===== config.mk =====
export PLATFORM = sky130hd
export DESIGN_NAME = dmem_boot_loader
export DESIGN_NICKNAME = d
export VERILOG_FILES = /design/src/rtl/dmem_boot_loader.sv
export SDC_FILE = /design/constraint.sdc
export NUM_CORES = 1
export LEC_CHECK = 0
export CAP_MARGIN = 25
export CORE_AREA = 2 2 124 126
export DETAILED_ROUTE_END_ITERATION = 7
export DIE_AREA = 0 0 126 128
export SYNTH_ARGS = -nofsm -noshare
export SYNTH_HDL_FRONTEND = slang
export SYNTH_SLANG_ARGS = --single-unit

===== constraint.sdc =====
create_clock -name clk -period 6.7 [get_ports clk]
set_input_delay 1.005 -clock clk [delete_from_list [all_inputs] [get_ports clk]]
set_output_delay 1.005 -clock clk [all_outputs]
set_load 0.02 [all_outputs]

===== src/rtl/dmem_boot_loader.sv =====
// Boot loader and data-memory port arbiter. Holds the core in reset while a host streams a
// little-endian image into data memory. Optional trailing checksum word: LOADER_CHECKSUM_EN.
module dmem_boot_loader #(
  parameter logic [31:0] BASE_ADDR = 32'h0000_0000,
  parameter int unsigned MAX_WORDS = 1024
) (
  input  logic        clk,
  input  logic        reset,
  input  logic        start,
  input  logic [15:0] word_count,
  input  logic        in_valid,
  input  logic [7:0]  in_data,
  output logic        in_ready,
  input  logic        cpu_mem_we,
  input  logic [31:0] cpu_addr,
  input  logic [31:0] cpu_wdata,
  output logic        mem_we,
  output logic [31:0] mem_addr,
  output logic [31:0] mem_wdata,
  output logic        cpu_reset,
  output logic        busy,
  output logic        done,
  output logic        error
);

  typedef enum logic [1:0] {
    HOLD  = 2'd0,
    RECV  = 2'd1,
    WRITE = 2'd2,
    RUN   = 2'd3
  } state_t;

  localparam logic [31:0] MAX_W = 32'(MAX_WORDS);

  state_t      state_q, state_d;
  logic [1:0]  byte_cnt_q, byte_cnt_d;
  logic [15:0] word_idx_q, word_idx_d;
  logic [15:0] count_q, count_d;
  logic [31:0] asm_q, asm_d;
  logic        done_q, done_d;
  logic        error_q, error_d;
  logic        count_ok_s;
  logic        last_word_s;
`ifdef LOADER_CHECKSUM_EN
  logic [31:0] sum_q, sum_d;
  logic        chk_q, chk_d;
`endif

  assign count_ok_s  = (word_count != 16'd0) && ({16'd0, word_count} <= MAX_W);
  assign last_word_s = (word_idx_q == (count_q - 16'd1));

  // State and datapath registers
  always_ff @(posedge clk or posedge reset) begin
    if (reset) begin
      state_q    <= HOLD;
      byte_cnt_q <= 2'd0;
      word_idx_q <= 16'd0;
      count_q    <= 16'd0;
      asm_q      <= 32'd0;
      done_q     <= 1'b0;
      error_q    <= 1'b0;
`ifdef LOADER_CHECKSUM_EN
      sum_q      <= 32'd0;
      chk_q      <= 1'b0;
`endif
    end else begin
      state_q    <= state_d;
      byte_cnt_q <= byte_cnt_d;
      word_idx_q <= word_idx_d;
      count_q    <= count_d;
      asm_q      <= asm_d;
      done_q     <= done_d;
      error_q    <= error_d;
`ifdef LOADER_CHECKSUM_EN
      sum_q      <= sum_d;
      chk_q      <= chk_d;
`endif
    end
  end

  // Next-state and datapath update
  always_comb begin
    state_d    = state_q;
    byte_cnt_d = byte_cnt_q;
    word_idx_d = word_idx_q;
    count_d    = count_q;
    asm_d      = asm_q;
    done_d     = 1'b0;
    error_d    = error_q;
`ifdef LOADER_CHECKSUM_EN
    sum_d      = sum_q;
    chk_d      = chk_q;
`endif
    case (state_q)
      HOLD, RUN: begin
        if (start) begin
          if (count_ok_s) begin
            state_d    = RECV;
            count_d    = word_count;
            error_d    = 1'b0;
            byte_cnt_d = 2'd0;
            word_idx_d = 16'd0;
            asm_d      = 32'd0;
`ifdef LOADER_CHECKSUM_EN
            sum_d      = 32'd0;
            chk_d      = 1'b0;
`endif
          end else begin
            error_d = 1'b1;
          end
        end else begin
          state_d = state_q;
        end
      end
      RECV: begin
        if (in_valid) begin
          asm_d[{byte_cnt_q, 3'b000} +: 8] = in_data;
          byte_cnt_d = byte_cnt_q + 2'd1;
          if (byte_cnt_q == 2'd3) begin
`ifdef LOADER_CHECKSUM_EN
            // Final word of a checksummed image is compared, never written.
            if (chk_q) begin
              if ({in_data, asm_q[23:0]} == sum_q) begin
                state_d = RUN;
                done_d  = 1'b1;
              end else begin
                state_d = HOLD;
                error_d = 1'b1;
              end
            end else begin
              state_d = WRITE;
            end
`else
            state_d = WRITE;
`endif
          end else begin
            state_d = RECV;
          end
        end else begin
          state_d = RECV;
        end
      end
      WRITE: begin
        word_idx_d = word_idx_q + 16'd1;
`ifdef LOADER_CHECKSUM_EN
        sum_d = sum_q + asm_q;
        if (last_word_s) begin
          state_d = RECV;
          chk_d   = 1'b1;
        end else begin
          state_d = RECV;
        end
`else
        if (last_word_s) begin
          state_d = RUN;
          done_d  = 1'b1;
        end else begin
          state_d = RECV;
        end
`endif
      end
      default: state_d = HOLD;
    endcase
  end

  // Moore outputs, except the RUN-state passthrough of the core's store port
  always_comb begin
    in_ready  = 1'b0;
    busy      = 1'b0;
    cpu_reset = 1'b1;
    mem_we    = 1'b0;
    mem_addr  = 32'd0;
    mem_wdata = 32'd0;
    case (state_q)
      HOLD: begin
        cpu_reset = 1'b1;
      end
      RECV: begin
        in_ready = 1'b1;
        busy     = 1'b1;
      end
      WRITE: begin
        busy      = 1'b1;
        mem_we    = 1'b1;
        mem_addr  = BASE_ADDR + {14'd0, word_idx_q, 2'b00};
        mem_wdata = asm_q;
      end
      RUN: begin
        cpu_reset = 1'b0;
        mem_we    = cpu_mem_we;
        mem_addr  = cpu_addr;
        mem_wdata = cpu_wdata;
      end
      default: cpu_reset = 1'b1;
    endcase
  end

  assign done  = done_q;
  assign error = error_q;

endmodule


==> flow_results.org, run 1 <==
** Outcome
- The run finished with clean final reports.

** Detailed routing
- Once detail routing completed, the nets flagged for antenna violations numbered 0.
- After detailed routing, the number of vias per cell comes to 5.17.
- The routed design has 13200 µm of wire.
- In the final routed layout, each cell accounts on average for 16.6 µm.
- The first routing iteration left 257 violations.
- The first detailed-routing pass ran for 4 iterations.
- For this run, design rule violations remaining after detail routing come to 0.
- The routed layout has 4117 vias.

** Floorplanning
- The total area inside the core boundary comes to 14900 µm².
- Die width :: 126 µm
- During I/O placement, the number of pins put on the boundary was 163.
- The floorplan step defined a die boundary enclosing 16100 µm².
- Once the floorplan was initialized, standard cells occupied 29.2% of the core.
- The initialized floorplan defines 45 standard-cell rows.
- Die extent in y :: 128 µm

** Timing
- Setup repair after global routing left no endpoint under its margin.
- Setup tns final :: 0 ns
- The final number of hold-violating endpoints is 0.
- Upper clock frequency limit :: 274 MHz
- The worst path needs 3.65 ns of the cycle, external delays included.
- Final setup violation count :: 0
- Period Utilization, post-route :: 54.5%
- In this run the tightest slew margin relative to its limit is 38.0%.
- The number of pins with negative max-slew slack in the final report came to 0.
- Final worst clock skew :: 0.00656 ns
- At the pin with the least slew margin, the transition time is 0.930 ns.

** Global route
- The initial antenna violation count came to 0.
- Largest net degree at the start of global routing :: 71
- The first global-routing pass estimated 21000 µm of wire.
- Aggregate global-route resource usage :: 16.2%
- Global routing finished with a remaining overflow of 0.
- Vias in the first global route :: 4005

** Clocking
- Worst-path clk slew :: 0.06 ns
- Clock Root Buffer :: sky130_fd_sc_hd__clkbuf_16
- In this run, CTS created clock tree buffers numbering 9.
- Resized Gates After CTS :: 0
- TritonCTS built the clock tree.
- Clock latency on the worst-skew pair :: 0.34 ns
- The clock passes through at most 2 buffers.
- The H-tree was split into 3 levels.
- Clk sinks :: 70
- After clock tree synthesis, the setup repair step added 0 buffers.
- In this run, post-CTS hold repair placed 0 buffers.

** Worst setup path
- The setup path with the least slack is of type reg2out.
- STA classifies the critical path startpoint as a flop.
- Maximum fanout along the worst path :: 38
- The critical path goes through inv_1 > ha_2 > buf_4 > nand2_1 > nand2_1 > clkdlybuf4s50_1.
- Counting stages on the worst path, the most repeated cell is sky130_fd_sc_hd__nand2_1.
- The kind of cell with the highest combined delay along the critical path is buffers and inverters.
- Arrival time at the worst endpoint :: 2.65 ns
- Crit path buf inv count :: 3
- The largest single stage delay on the critical path is 0.60 ns.
- Critical Path RT :: 5.69 ns
- STA classifies the critical path endpoint as an output port.
- Among all stages on the critical path, the largest delay is contributed by sky130_fd_sc_hd__clkdlybuf4s50_1.

** Yosys
- Post-Syn Instances :: 455
- When the netlist entered floorplanning its net count stood at 558.
- Count of flip-flops with a built-in enable after synthesis :: 0
- By area, the combinational part of the netlist is dominated by simple AND/OR/NAND/NOR gates.
- Compound-cell area share of the yosys netlist :: 21.7%
- Averaged over all synthesized cells, the footprint is 9.53 µm².
- After synthesis, the share of cell area in mux cells is 2.08%.
- Summing the areas of all and, or, nand and nor instances in the mapped netlist gives 22.2% of the synthesized area.
- Synthesis inferred 70 register bits.
- Summing the areas of all xor and xnor instances in the mapped netlist gives 7.07% of the synthesized area.
- The most used flip-flop cell after synthesis is sky130_fd_sc_hd__dfrtp_1.
- Summing every instance area after synthesis gives 4330 µm².
- Count of distinct cell types in the synthesized netlist :: 55
- Ys async rst share :: 100%
- Portion of the post-synthesis area used by sequential elements :: 40.4%
- Adder and majority cell fraction of the synthesized area :: 2.89%
- The Yosys step of the flow raised 0 warnings.

** Pwr
- Across the VDD grid, the largest voltage drop is 0.0970 mV.
- Internal power comes to 0.000888 W.
- Ratio of total power to cell area :: 201 nW/µm²
- The share of total power dissipated in combinational logic is 24.0%.
- Sequential cells burn 39.1% of the power.
- Switching component of the power :: 0.000407 W
- In this run the static leakage power is 2.62 nW.
- Per report_power, the clock group accounts for 37.0% of the total.
- Switching part of the total :: 31.4%

** Final layout
- Once layout is complete, the utilization of the core stands at 43.2%.
- Leaving out fill and tap cells, the most frequent cell in the layout is sky130_fd_sc_hd__clkdlybuf4s50_1.
- The repair_antennas step left the layout with diodes totalling 0.
- Multi-input combinational cell area :: 2430 µm²
- Register area :: 1750 µm²
- The finished layout holds 796 standard cells, fillers aside.
- Compared with the post-synthesis result, the final layout area differs by 48.3%.
- Layout Cell Area excl Fill :: 6430 µm²
- The layout has 1460 filler cells.
- In the final design database the tool counted 706 nets.
- Commonest cells after routing, fill and taps aside :: sky130_fd_sc_hd__clkdlybuf4s50_1, sky130_fd_sc_hd__dfrtp_1, sky130_fd_sc_hd__a22o_1
- Of the cells placed in the final design, the portion with a size suffix greater than 1 is 7.57%.

** Placement
- In this run, placement finished with an instance count of 780.
- Buffers placed on the I/O ports in this run total 162.
- Placed cell area :: 6130 µm²
- DP Wirelength :: 9960 µm
- Routability-driven placement finished with a final weighted congestion of 0.831.

** Hold path
- Worst hold-check path type :: reg2reg

** Job
- Max-cap viol count :: 0
## power by group through the flow
| stage | combinational [W] | clock (W) | sequential (W) |
|---|---|---|---|
| 5_1_grt | 0.000342 | 0.000508 | 0.000512 |
| 4_1_cts | 0.000309 | 0.000488 | 0.000506 |
| 3_5_place_dp | 0.000307 | 0 | 0.000513 |
| 6_report | 0.000310 | 0.000479 | 0.000506 |
| 2_1_floorplan | 0.000198 | 0 | 0.000498 |
| 3_3_place_gp | 0.000300 | 0 | 0.000512 |
## stage by stage
step	hold slack (ns)	power (W)	setup WS, ns
after CTS	0.499	0.00130	3.02
after global placement	0.476	0.000811	2.97
after detailed placement	0.485	0.000820	2.87
after global routing	0.511	0.00136	2.84
after floorplan	0.450	0.000696	3.84
final	0.488	0.00130	3.05
## area by class of cell
class                   count  share of cell area (%)
multi-input cells         344                    37.8
flip-flops and latches     70                    27.2
repair buffers            166                    26.0
well taps                 188                    3.66
clock buffers               9                    3.50
clock inverters             7                    1.13
inverters                  12                   0.701
## state kept, by name (all words and copies together) (netlist names)
signal and cells:
asm_q 32, byte_cnt_q 2, count_q 16, done 1, error 1, state_q 2, word_idx_q 16
## cell families (layout without fill, tap and decap cells)
kind of cell | count (synthesis) | in the layout
and+or+nand+nor | 172 | 172
buffers and inverters | 41 | 194
xor gates and xnor gates | 35 | 35
muxes | 8 | 8
AOI/OAI and AO/OA | 119 | 119
adders and majority gates | 10 | 10
DFF | 70 | 70
## metal layers
metal | routed length [µm] | GRT usage, % | part of all wire [%] | vias to the layer above
li1 | - | - | - | 1958
met1 | 6080 | 22.4 | 46 | 2012
met2 | 6190 | 25.3 | 47 | 131
met3 | 731 | 3.13 | 5.5 | 16
met4 | 196 | 5.62 | 1.5 | 0
met5 | 0 | 0 | 0 | -
## worst min-delay path: stages (launching register included)
cell	delay [ns]
sky130_fd_sc_hd__dfrtp_1	0.35
sky130_fd_sc_hd__nand2_1	0.05
sky130_fd_sc_hd__o21ai_0	0.06
## final timing paths
path                             from     endpoint  cells past startpoint  slack (ns)
max in group asynchronous       reset  count_q[13]                      3        4.85
max reg2reg                state_q[0]   state_q[1]                      8        3.50
min reg2reg                 asm_q[17]    asm_q[17]                      2        0.49
max                        state_q[0]  mem_addr[4]                      6        3.05
min                         asm_q[17]    asm_q[17]                      2        0.49
min in group asynchronous       reset   count_q[6]                      3        1.26
## cell usage after synthesis, types with 4 or more instances
cell,count,area share (%)
sky130_fd_sc_hd__nand4_1,9,1.3
sky130_fd_sc_hd__nor2_1,27,2.3
sky130_fd_sc_hd__mux2_2,8,2.1
sky130_fd_sc_hd__xnor2_1,22,4.4
sky130_fd_sc_hd__a22o_1,57,12
sky130_fd_sc_hd__buf_1,7,0.61
sky130_fd_sc_hd__dfrtp_1,70,40
sky130_fd_sc_hd__buf_2,4,0.46
sky130_fd_sc_hd__nand2b_1,6,0.87
sky130_fd_sc_hd__inv_1,12,1.0
sky130_fd_sc_hd__o21ai_1,5,0.58
sky130_fd_sc_hd__nand3_1,6,0.69
sky130_fd_sc_hd__o21ai_0,18,2.1
sky130_fd_sc_hd__clkbuf_1,17,1.5
sky130_fd_sc_hd__nor3_1,10,1.2
sky130_fd_sc_hd__nor2b_1,7,1.0
sky130_fd_sc_hd__and2_1,17,2.5
sky130_fd_sc_hd__nand2_1,54,4.7
sky130_fd_sc_hd__ha_1,10,2.9
sky130_fd_sc_hd__o2bb2ai_1,8,1.6
sky130_fd_sc_hd__a21oi_1,7,0.81
sky130_fd_sc_hd__nor4_1,9,1.3
sky130_fd_sc_hd__xor2_1,13,2.6
Note: power is estimated with default switching activity, not from simulation.
==> inputs of run 2 (changes only) <==
==> constraint.sdc (replaced) <==
create_clock -name clk -period 3.2 [get_ports clk]
set_input_delay 0.48 -clock clk [delete_from_list [all_inputs] [get_ports clk]]
set_output_delay 0.48 -clock clk [all_outputs]
set_load 0.02 [all_outputs]
==> run 2 against run 1 <==
  * Sequential power increased by 110%
  * Largest power group unchanged
  * Sequential cell count unchanged
  * Cell area increased by 0.76%
  * Power increased by 110%
  * Non-clock buffer count increased by 6
  * Via count decreased by 0.85%
  * Die area unchanged
  * Final cell count increased by 0.75%
  * Sequential share of layout area decreased by 0.21 points
  * Wire length increased by 1.2%
  * Critical path depth increased by 3
==> flow_results.org, run 2 (synthesized netlist as in run 1, its figures left out) <==
** Detailed routing
- Number of vias after detailed routing :: 4082
- Avg Vias per Cell :: 5.09
- The detailed router finished its first iteration with 199 violations.
- The pre-antenna-repair detailed-routing pass consisted of 4 iterations.
- In the routed design, unresolved DRC markers number 0.
- Routed wire length per instance :: 16.6 µm
- Number of nets with antenna violations after routing :: 0
- Aggregate routed wire length :: 13400 µm

** Worst setup path
- The startpoint identified for the worst register-to-register timing path is count_q[0].
- Master of the slowest instance on the critical path :: sky130_fd_sc_hd__or4_1
- STA classifies the critical path endpoint as a flop.
- The worst setup path is launched from a flop.
- Data on the critical path is required at its endpoint by 3.47 ns.
- Worst stage delay on the critical path :: 0.53 ns
- Maximum fanout along the worst path :: 5
- Cell occurring most often along the worst timing path :: sky130_fd_sc_hd__nor3_1
- Crit Reg-Reg Endpoint :: state_q[1]
- Flop2flop setup slack :: 0.35 ns
- The number of buffers and inverters on the critical path is 1.
- Measured in cells, the most critical reg-to-reg path has a length of 9.
- Worst path top cell family by delay :: simple AND/OR/NAND/NOR gates
- Sequence of cells on the critical path :: inv_1 > ha_1 > or4b_1 > xnor2_1 > nor3_1 > nor3_1 > or4_1 > nor4_1 > a211o_1
- Arrival time at the worst endpoint :: 3.12 ns
- Type of the worst setup path :: reg2reg

** Timing
- Across the routed clock network, the largest skew measured is 0.00407 ns.
- The smallest clock period supported by the final layout is computed as 2.85 ns.
- For this run, the top clock speed supported by timing is 351 MHz.
- Of the available clock period, the critical path in the final layout requires 89.0%.
- Final Hold Violating Endpoints :: 0
- After layout, the worst setup slack is 0.353 ns.
- Worst max-slew margin expressed relative to the limit :: 38.9%
- Setup repair after global routing left no endpoint under its margin.
- Adding up every negative setup slack in the final design gives 0 ns.
- At the pin with the least slew margin, the transition time is 0.917 ns.
- Final setup violation count :: 0
- Slew Limit Fails :: 0

** Pwr
- Leakage :: 2.66 nW
- The share of total power dissipated in sequential elements is 38.5%.
- Cell internal power was estimated by the tool at 0.00191 W.
- Net switching is 30.7% of the power.
- Switching component of the power :: 0.000847 W
- The share of total power dissipated in combinational logic is 24.2%.
- Power consumption :: 0.00276 W
- Across the VDD grid, the largest voltage drop is 0.237 mV.
- Clock network power share :: 37.3%
- Dividing total power by cell area gives a power density of 426 nW/µm².

** Final layout
- Share of final-layout standard cells stronger than drive strength 1 :: 8.47%
- In the final layout, the multi-input gates occupy 2430 µm².
- Antenna diode count :: 0
- Syn-to-layout area delta :: 49.5%
- In the final layout, the registers with the most flip-flops are asm_q x32, count_q x16, word_idx_q x16.
- Layout Cell Area excl Fill :: 6480 µm²
- The top cell types in the final layout, fill and taps aside, are sky130_fd_sc_hd__clkdlybuf4s50_1, sky130_fd_sc_hd__dfrtp_1, sky130_fd_sc_hd__a22o_1.
- For this run, the post-layout net count is 712.
- Counting the fill cells in the layout gives 1431.
- The count of cells in the finished layout, fillers not included, comes to 802.
- Register name with the most flops :: asm_q
- In the final layout, flip-flops and latches occupy 1750 µm².
- The register with the most flip-flops in the layout has 32 of them.
- Commonest non-fill, non-tap cell in the layout :: sky130_fd_sc_hd__clkdlybuf4s50_1

** Clocking
- Post-CTS repair changed the size of 0 cells.
- Setup repair bufs after CTS :: 0
- Max Buffers Root-to-Sink :: 2
- The tree is rooted in a sky130_fd_sc_hd__clkbuf_16.
- Number of hold-repair buffers added at the cts stage :: 0
- Clock buffer count from CTS :: 9
- The H-tree was split into 3 levels.
- Counting every sink on the clock net gives 70.
- Clock-pin slew was measured on the worst setup and hold paths at 0.06 ns.
- TritonCTS built the clock tree.
- The clock reaches the later pin of the worst-skew pair after 0.33 ns.

** Job
- The tool flagged a number of max-cap violations equal to 0.

** Floorplanning
- Die footprint :: 16100 µm²
- Initial cell density of the core :: 29.2%
- Row count :: 45
- Die width :: 126 µm
- Die extent in y :: 128 µm
- During I/O placement, the number of pins put on the boundary was 163.
- After floorplanning, the core was sized to cover 14900 µm².

** Hold path
- Depth of the worst hold-timing path :: 2
- Worst hold-check path type :: reg2reg
- In this run the most critical hold path is launched from asm_q[11].
- WHS Endpoint :: asm_q[11]

** Global route
- Entering global routing, the biggest net connects 38 pins.
- The initial antenna violation count is 0.
- For this run the aggregate overflow at the end of global routing stands at 0.
- First-pass GRT wire length :: 21100 µm
- Aggregate global-route resource usage :: 16.3%
- The number of global-route vias before repair was 4129.

** Placement
- Detailed placement ended at an HPWL of 10300 µm.
- Cell total after placement :: 786
- At the end of routability-driven placement, the weighted congestion stood at 0.823.
- In this run the tool buffered the top-level ports with 162 buffer cells.
- The placed instances occupy a cell area of 6170 µm².
- Placement-stage worst setup slack :: 0.155 ns

** Outcome
- Outcome :: complete, no violations
[run 2: changes by cell type in the layout (fill, tap and decap cells not counted), sizes merged]
cell / previous run / this run
buf: 4 / 10
clkbuf: 9 / 11
clkinvlp: 2 / 1
inv: 14 / 13
[run 2: per-layer routing]
layer  wire length, µm  track usage (%)  up-vias  part of all wire (%)
met4               295             6.98        0                   2.2
met5                 0                0        -                     0
li1                  -                -     1967                     -
met1              6120             22.2     1976                    46
met2              6210             25.4      119                    47
met3               725             2.96       20                   5.4
[run 2: worst max-delay path by stage]
stage | from | endpoint | slack (ns) | cells past startpoint
2_1_floorplan | count_q[0] | state_q[1] | 0.80 | 9
3_3_place_gp | word_count[5] | asm_q[15] | 0.23 | 8
3_5_place_dp | word_count[5] | asm_q[8] | 0.15 | 8
4_1_cts | count_q[0] | state_q[1] | 0.32 | 9
5_1_grt | count_q[0] | state_q[1] | 0.15 | 9
6_report | count_q[0] | state_q[1] | 0.35 | 9
[run 2: through the flow]
| stage | util [%] | hold WS [ns] |
|---|---|---|
| final | 43.6 | 0.489 |
| after global routing | 43.6 | 0.518 |
| after CTS | 43.6 | 0.496 |
| after detailed placement | 41.5 | 0.481 |
| after global placement | 41.5 | 0.475 |
| after floorplan | - | 0.450 |
[run 2: tightest hold or removal path, delay by kind of cell, from the launching register on]
family	cells	cell delay, ns
DFF	1	0.34
and+or+nand+nor	1	0.05
AOI/OAI and AO/OA	1	0.06
[run 2: final cells by class]
type	instances	area share (%)
Clock inverter	5	0.869
Tap cell	188	3.63
Clock buffer	11	3.90
Inverter	12	0.695
Timing Repair Buffer	172	26.4
Multi-Input combinational cell	344	37.5
Sequential cell	70	27.0
[run 2: power by group through the flow]
stage	logic, W	clock network (W)	registers [W]
after global routing	0.000737	0.00108	0.00108
after floorplan	0.000414	0	0.00104
after CTS	0.000667	0.00105	0.00106
after detailed placement	0.000662	0	0.00108
after global placement	0.000647	0	0.00107
final	0.000667	0.00103	0.00106
